<file path="src/rtl/mem_port_arbiter.sv">
// Shares one downstream memory port between the Icache and Dcache refill/write ports.
// Default is fixed Dcache priority with anti-starvation; define ARB_RR_EN for round-robin.
module mem_port_arbiter #(
    parameter int offset_width = 2,
    parameter int STARVE_LIMIT = 8
) (
    input  logic                           clk,
    input  logic                           rstn,
    input  logic                           icache_mem_req,
    input  logic                           icache_mem_SUC,
    input  logic [31:0]                    addr_icache_mem,
    output logic                           mem_icache_addrOK,
    output logic                           mem_icache_dataOK,
    input  logic                           dcache_mem_req,
    input  logic                           dcache_mem_wr,
    input  logic                           dcache_mem_SUC,
    input  logic [1:0]                     dcache_mem_size,
    input  logic [3:0]                     dcache_mem_wstrb,
    input  logic [31:0]                    addr_dcache_mem,
    input  logic [31:0]                    dout_dcache_mem,
    output logic                           mem_dcache_addrOK,
    output logic                           mem_dcache_dataOK,
    output logic [(32<<offset_width)-1:0]  din_mem_cache,
    output logic                           arb_mem_req,
    output logic                           arb_mem_wr,
    output logic                           arb_mem_SUC,
    output logic [1:0]                     arb_mem_size,
    output logic [3:0]                     arb_mem_wstrb,
    output logic [31:0]                    arb_mem_addr,
    output logic [31:0]                    arb_mem_wdata,
    input  logic                           mem_arb_addrOK,
    input  logic                           mem_arb_dataOK,
    input  logic [(32<<offset_width)-1:0]  arb_rdata,
    output logic [1:0]                     arb_grant
);

    typedef enum logic [2:0] {IDLE, I_ADDR, I_DATA, D_ADDR, D_DATA} state_t;

    state_t state;
    logic   pick_d;
    logic   own_i;
    logic   own_d;

    assign own_i = arb_grant[0];
    assign own_d = arb_grant[1];

`ifdef ARB_RR_EN
    logic last_d;

    // On a tie the side that was not served last wins.
    assign pick_d = dcache_mem_req && (!icache_mem_req || !last_d);

    always_ff @(posedge clk or negedge rstn) begin
        if (!rstn) begin
            last_d <= 1'b0;
        end else if (state == IDLE) begin
            if (pick_d) begin
                last_d <= 1'b1;
            end else if (icache_mem_req) begin
                last_d <= 1'b0;
            end
        end
    end
`else
    localparam int CNT_W = $clog2(STARVE_LIMIT + 1);
    localparam logic [CNT_W-1:0] LIMIT = CNT_W'(STARVE_LIMIT);

    logic [CNT_W-1:0] starve_cnt;

    assign pick_d = dcache_mem_req && !(icache_mem_req && starve_cnt == LIMIT);

    // Counts Dcache grants that overtook a waiting Icache; any Icache grant or idle Icache clears it.
    always_ff @(posedge clk or negedge rstn) begin
        if (!rstn) begin
            starve_cnt <= '0;
        end else if (state == IDLE) begin
            if (pick_d && icache_mem_req) begin
                if (starve_cnt != LIMIT) begin
                    starve_cnt <= starve_cnt + CNT_W'(1);
                end
            end else begin
                starve_cnt <= '0;
            end
        end
    end
`endif

    always_ff @(posedge clk or negedge rstn) begin
        if (!rstn) begin
            state       <= IDLE;
            arb_mem_req <= 1'b0;
            arb_grant   <= 2'b00;
        end else begin
            case (state)
                IDLE: begin
                    if (pick_d) begin
                        state       <= D_ADDR;
                        arb_mem_req <= 1'b1;
                        arb_grant   <= 2'b10;
                    end else if (icache_mem_req) begin
                        state       <= I_ADDR;
                        arb_mem_req <= 1'b1;
                        arb_grant   <= 2'b01;
                    end
                end
                I_ADDR: begin
                    if (mem_arb_addrOK && mem_arb_dataOK) begin
                        state       <= IDLE;
                        arb_mem_req <= 1'b0;
                        arb_grant   <= 2'b00;
                    end else if (mem_arb_addrOK) begin
                        state       <= I_DATA;
                        arb_mem_req <= 1'b0;
                    end else if (!icache_mem_req) begin
                        state       <= IDLE;
                        arb_mem_req <= 1'b0;
                        arb_grant   <= 2'b00;
                    end
                end
                I_DATA: begin
                    if (mem_arb_dataOK) begin
                        state     <= IDLE;
                        arb_grant <= 2'b00;
                    end
                end
                D_ADDR: begin
                    if (mem_arb_addrOK && mem_arb_dataOK) begin
                        state       <= IDLE;
                        arb_mem_req <= 1'b0;
                        arb_grant   <= 2'b00;
                    end else if (mem_arb_addrOK) begin
                        state       <= D_DATA;
                        arb_mem_req <= 1'b0;
                    end else if (!dcache_mem_req) begin
                        state       <= IDLE;
                        arb_mem_req <= 1'b0;
                        arb_grant   <= 2'b00;
                    end
                end
                D_DATA: begin
                    if (mem_arb_dataOK) begin
                        state     <= IDLE;
                        arb_grant <= 2'b00;
                    end
                end
                default: begin
                    state       <= IDLE;
                    arb_mem_req <= 1'b0;
                    arb_grant   <= 2'b00;
                end
            endcase
        end
    end

    // Request fields follow the current owner for the whole transaction and read as zero when idle.
    always_comb begin
        arb_mem_wr    = 1'b0;
        arb_mem_SUC   = 1'b0;
        arb_mem_size  = 2'd0;
        arb_mem_wstrb = 4'd0;
        arb_mem_addr  = 32'd0;
        arb_mem_wdata = 32'd0;
        if (own_d) begin
            arb_mem_wr    = dcache_mem_wr;
            arb_mem_SUC   = dcache_mem_SUC;
            arb_mem_size  = dcache_mem_size;
            arb_mem_wstrb = dcache_mem_wstrb;
            arb_mem_addr  = addr_dcache_mem;
            arb_mem_wdata = dout_dcache_mem;
        end else if (own_i) begin
            arb_mem_SUC   = icache_mem_SUC;
            arb_mem_size  = 2'd2;
            arb_mem_addr  = addr_icache_mem;
        end
    end

    assign mem_icache_addrOK = (state == I_ADDR) && mem_arb_addrOK;
    assign mem_dcache_addrOK = (state == D_ADDR) && mem_arb_addrOK;
    assign mem_icache_dataOK = mem_arb_dataOK &&
                               ((state == I_DATA) || ((state == I_ADDR) && mem_arb_addrOK));
    assign mem_dcache_dataOK = mem_arb_dataOK &&
                               ((state == D_DATA) || ((state == D_ADDR) && mem_arb_addrOK));

    assign din_mem_cache = arb_rdata;

endmodule

</file>
<file path="config.mk">
export PLATFORM = sky130hd
export DESIGN_NAME = mem_port_arbiter
export DESIGN_NICKNAME = d
export VERILOG_FILES = /design/src/rtl/mem_port_arbiter.sv
export SDC_FILE = /design/constraint.sdc
export NUM_CORES = 1
export LEC_CHECK = 0
export CORE_AREA = 2 2 171 173
export CTS_CLUSTER_DIAMETER = 120
export DETAILED_ROUTE_END_ITERATION = 8
export DIE_AREA = 0 0 173 175
export DONT_BUFFER_PORTS = 1
export GPL_ROUTABILITY_DRIVEN = 0
export REMOVE_ABC_BUFFERS = 1
export SLEW_MARGIN = 20
export SYNTH_ARGS = -nofsm -noshare
export SYNTH_HDL_FRONTEND = slang
export SYNTH_SLANG_ARGS = --single-unit
</file>
<file path="constraint.sdc">
create_clock -name clk -period 1.48 [get_ports clk]
set_input_delay 0.222 -clock clk [delete_from_list [all_inputs] [get_ports clk]]
set_output_delay 0.222 -clock clk [all_outputs]
set_load 0.01 [all_outputs]
</file>
==> metrics.txt <==
Routed WL=31,100 um; H-tree levels=1; vias in the first global route=1,654; nets=419; Slowest cell on crit path=dfrtp_2; crit-path max FO=33; power share of the combinational group=76.4%; Sequential Power Share=11.7%; status=finished with violations; # Max-Cap Violations=0; yosys warns=0; DIE AREA=30,300 um2; GR Overflow Total=0; crit share post-route=106%; fraction of layout cells with a size suffix above 1=about 51%; DRC violations left=0; IO Port Bufs=0; setup slack after layout=-0.0884 ns; largest net degree at the start of global routing=42; Final ANT Viol Nets=0; average routed wire per standard cell=54.9 um; # setup viols final=30; Final Slew Violations=0; Hold/Removal Path Class=in -> reg; Internal Pwr Total=2200 uW; Core Area=between 20,000 and 30,000 um2; fillers=3,343; Total Routing Usage GR=between 10% and 20%; detailed-route via count=1,833; Leak Pwr=between 0.0008 and 0.0009 uW; dpl cells=546; startpoint types=flip-flop; Worst VDD drop=803 uV; delay-heaviest family, CP=flip-flops; vias per inst=approximately 3.2; Peak Freq=about 640 MHz; average cell area after synthesis=7.77 um2; r2r endpoint=arb_grant[0]$_DFFE_PN0P_; post-synth top area share=43.6%; crit path from=arb_grant[1]$_DFFE_PN0P_; Psw=1990 uW; Slew headroom=68.1%; worst-path cell chain=buf_8, a22o_4, buf_12; reg-to-reg setup timing slack=-0.08 ns; FF-to-FF path depth=4; worst hold slack=roughly 0.14 ns; first-pass GRT wire length=about 35,000 um; leading area contributor after synthesis=buf_4; Seq/Total Area, Yosys=11.3%; Sequential cell area=~250 um2; synth top area cells=buf_4, a22o_1, dfrtp_1, and2_1, clkbuf_1; root buffer cell=clkbuf_16; TritonCTS clock tree=built; 1st-pass router iterations=4; worst slew pin tran=between 0.4 and 0.5 ns; Rows=62; DRT iter0 DRCs=just over 80; Ports=446; DIE HEIGHT=between 150 and 200 um; worst r2r src=state[2]$_DFFE_PN0P_; Post-Place Worst Slack=-0.0694 ns; RSZ-0062 raised after global routing=yes; initial antenna violation count=11; Sink Count=10; final setup skew=0.00516 ns; Synth cell types=32; Clk pwr share=11.8%; area grow syn2layout=7.71%; crit end category=output port; Starting Density=between 7 and 8%; power consumption=4190 uW; CP Depth=3; CTS clk-pin slew, worst paths=0.04 ns; failing checks=setup timing; kind of critical path=reg -> out; CTS buffer count=3; Worst Path Required=1.26 ns; max incr delay on CP=0.45 ns; Mapped Cells=around 290; chip width=173 um; CP arrival=approximately 1.4 ns; final hold vios=0; multi-input logic area=1200 um2; DP HPWL=28,000 um; Final Instance Count excl. Fillers=approximately 570; minimum clock period=1.57 ns; PwrDens=1750 nW/um2; net switching fraction of the power=47.4%; Worst setup endpoint=arb_mem_addr[3]; clk_lat worst skew=0.24 ns; FF+latch count, synth=10; mapped cell area=between 2000 and 2500 um2; maximum clock insertion buffer count=2; Setup TNS=-1.39 ns; Buf+Inv Stages, Crit Path=2
sequential cells by signal, summed over array words and instances (netlist names):
name / cells
arb_grant: 2
state: 3
arb_mem_req: 1
starve_cnt: 4
metrics by stage:
step | area (um2) | util [%]
floorplan | 1190 | -
global placement | 1890 | 6.66
detailed placement | 1890 | 6.66
CTS | 2170 | 7.64
global route | 2390 | 8.42
finish | 2390 | 8.43
power groups by stage:
stage | clock network, uW | logic, uW | registers [uW]
5_1_grt | 512 | 3380 | 505
6_report | 495 | 3200 | 492
2_1_floorplan | 0 | 1300 | 619
3_5_place_dp | 0 | 2490 | 471
3_3_place_gp | 0 | 2440 | 467
4_1_cts | 502 | 2830 | 484
cells in the final DEF (no fill, tap or decap), types with 2 or more instances in the layout:
| master | Yosys | routed |
|---|---|---|
| nor3_1 | 5 | 4 |
| dfrtp_1 | 10 | 8 |
| diode_2 | 0 | 6 |
| a21o_1 | 3 | 3 |
| o21ai_1 | 4 | 4 |
| a21oi_2 | 1 | 2 |
| ha_1 | 2 | 2 |
| buf_6 | 0 | 8 |
| inv_1 | 4 | 4 |
| nand2_1 | 8 | 8 |
| a21oi_1 | 4 | 3 |
| a22o_4 | 0 | 21 |
| o31ai_1 | 2 | 2 |
| and2_2 | 0 | 16 |
| a22o_1 | 33 | 11 |
| buf_12 | 0 | 5 |
| nand2b_1 | 2 | 2 |
| o21bai_1 | 3 | 3 |
| and2_4 | 0 | 3 |
| buf_4 | 129 | 13 |
| and2_1 | 38 | 19 |
| clkbuf_16 | 0 | 4 |
| dfrtp_2 | 0 | 2 |
| nor2_1 | 5 | 3 |
| buf_8 | 0 | 2 |
worst min-delay path by stage:
stage,startpoint,to,cells past startpoint,slack (ns)
after global routing,icache_mem_req,starve_cnt[2]$_DFFE_PN0P_,2,0.16
after floorplan,rstn,arb_grant[0]$_DFFE_PN0P_,0,-0.07
after global placement,rstn,arb_mem_req$_DFFE_PN0P_,0,-0.07
final,icache_mem_req,starve_cnt[2]$_DFFE_PN0P_,2,0.14
after CTS,icache_mem_req,starve_cnt[2]$_DFFE_PN0P_,2,0.13
after detailed placement,rstn,arb_mem_req$_DFFE_PN0P_,0,-0.07
cell families (layout without fill, tap and decap cells):
family,after synthesis,after routing,synth area share (%)
other,0,6,0
and+or+nand+nor,67,68,17.3
adders and majority gates,2,2,1.13
DFF,10,10,11.3
xor gates and xnor gates,1,1,0.394
AOI/OAI and AO/OA,55,55,21.3
buffers and inverters,148,38,47.0
muxes,3,3,1.58
cell usage after synthesis:
cell       count
o31ai_1        2
mux2_4         1
and3_1         1
a21o_1         3
nand2b_1       2
o21bai_1       3
mux2i_1        2
nor2_1         5
clkbuf_1      12
nand4b_1       1
a21oi_1        4
o21ai_1        4
buf_2          3
o41ai_2        1
dfrtp_1       10
nor2b_1        3
and2_1        38
a21oi_2        1
nor3_1         5
o2bb2ai_1      1
ha_1           2
or4_4          1
or3_1          1
o2bb2ai_4      1
nand2_1        8
o22a_1         1
buf_4        129
a22o_1        33
nand3_1        2
xor2_1         1
inv_1          4
a21o_4         1
cell type report:
cell class              count  area share [%]
multi-input cells         129            50.1
well taps                 384            20.1
repair buffers             30            14.7
flip-flops and latches     10            10.6
clock buffers               4            3.29
inverters                   4           0.627
diodes                      6           0.627
routing by layer:
layer | GRT usage [%] | up-vias | share of wire (%)
met1 | 17.5 | 787 | 31
met2 | 25.1 | 387 | 38
met3 | 27.5 | 30 | 29
li1 | - | 619 | -
met4 | 1.17 | 10 | 0.54
met5 | 6.41 | - | 0.86
timing repair:
item / 4_1_cts / 5_1_grt
gates resized for setup: 35 / 32
pin swaps: 3 / 6
setup endpoints to repair: 38 / 48
hold buffers: 1 / 0
buffers inserted: 6 / 3
hold endpoints to repair: 10 / 0
gates cloned: 0 / 2
No activity file was read; power rests on OpenSTA's default activity.
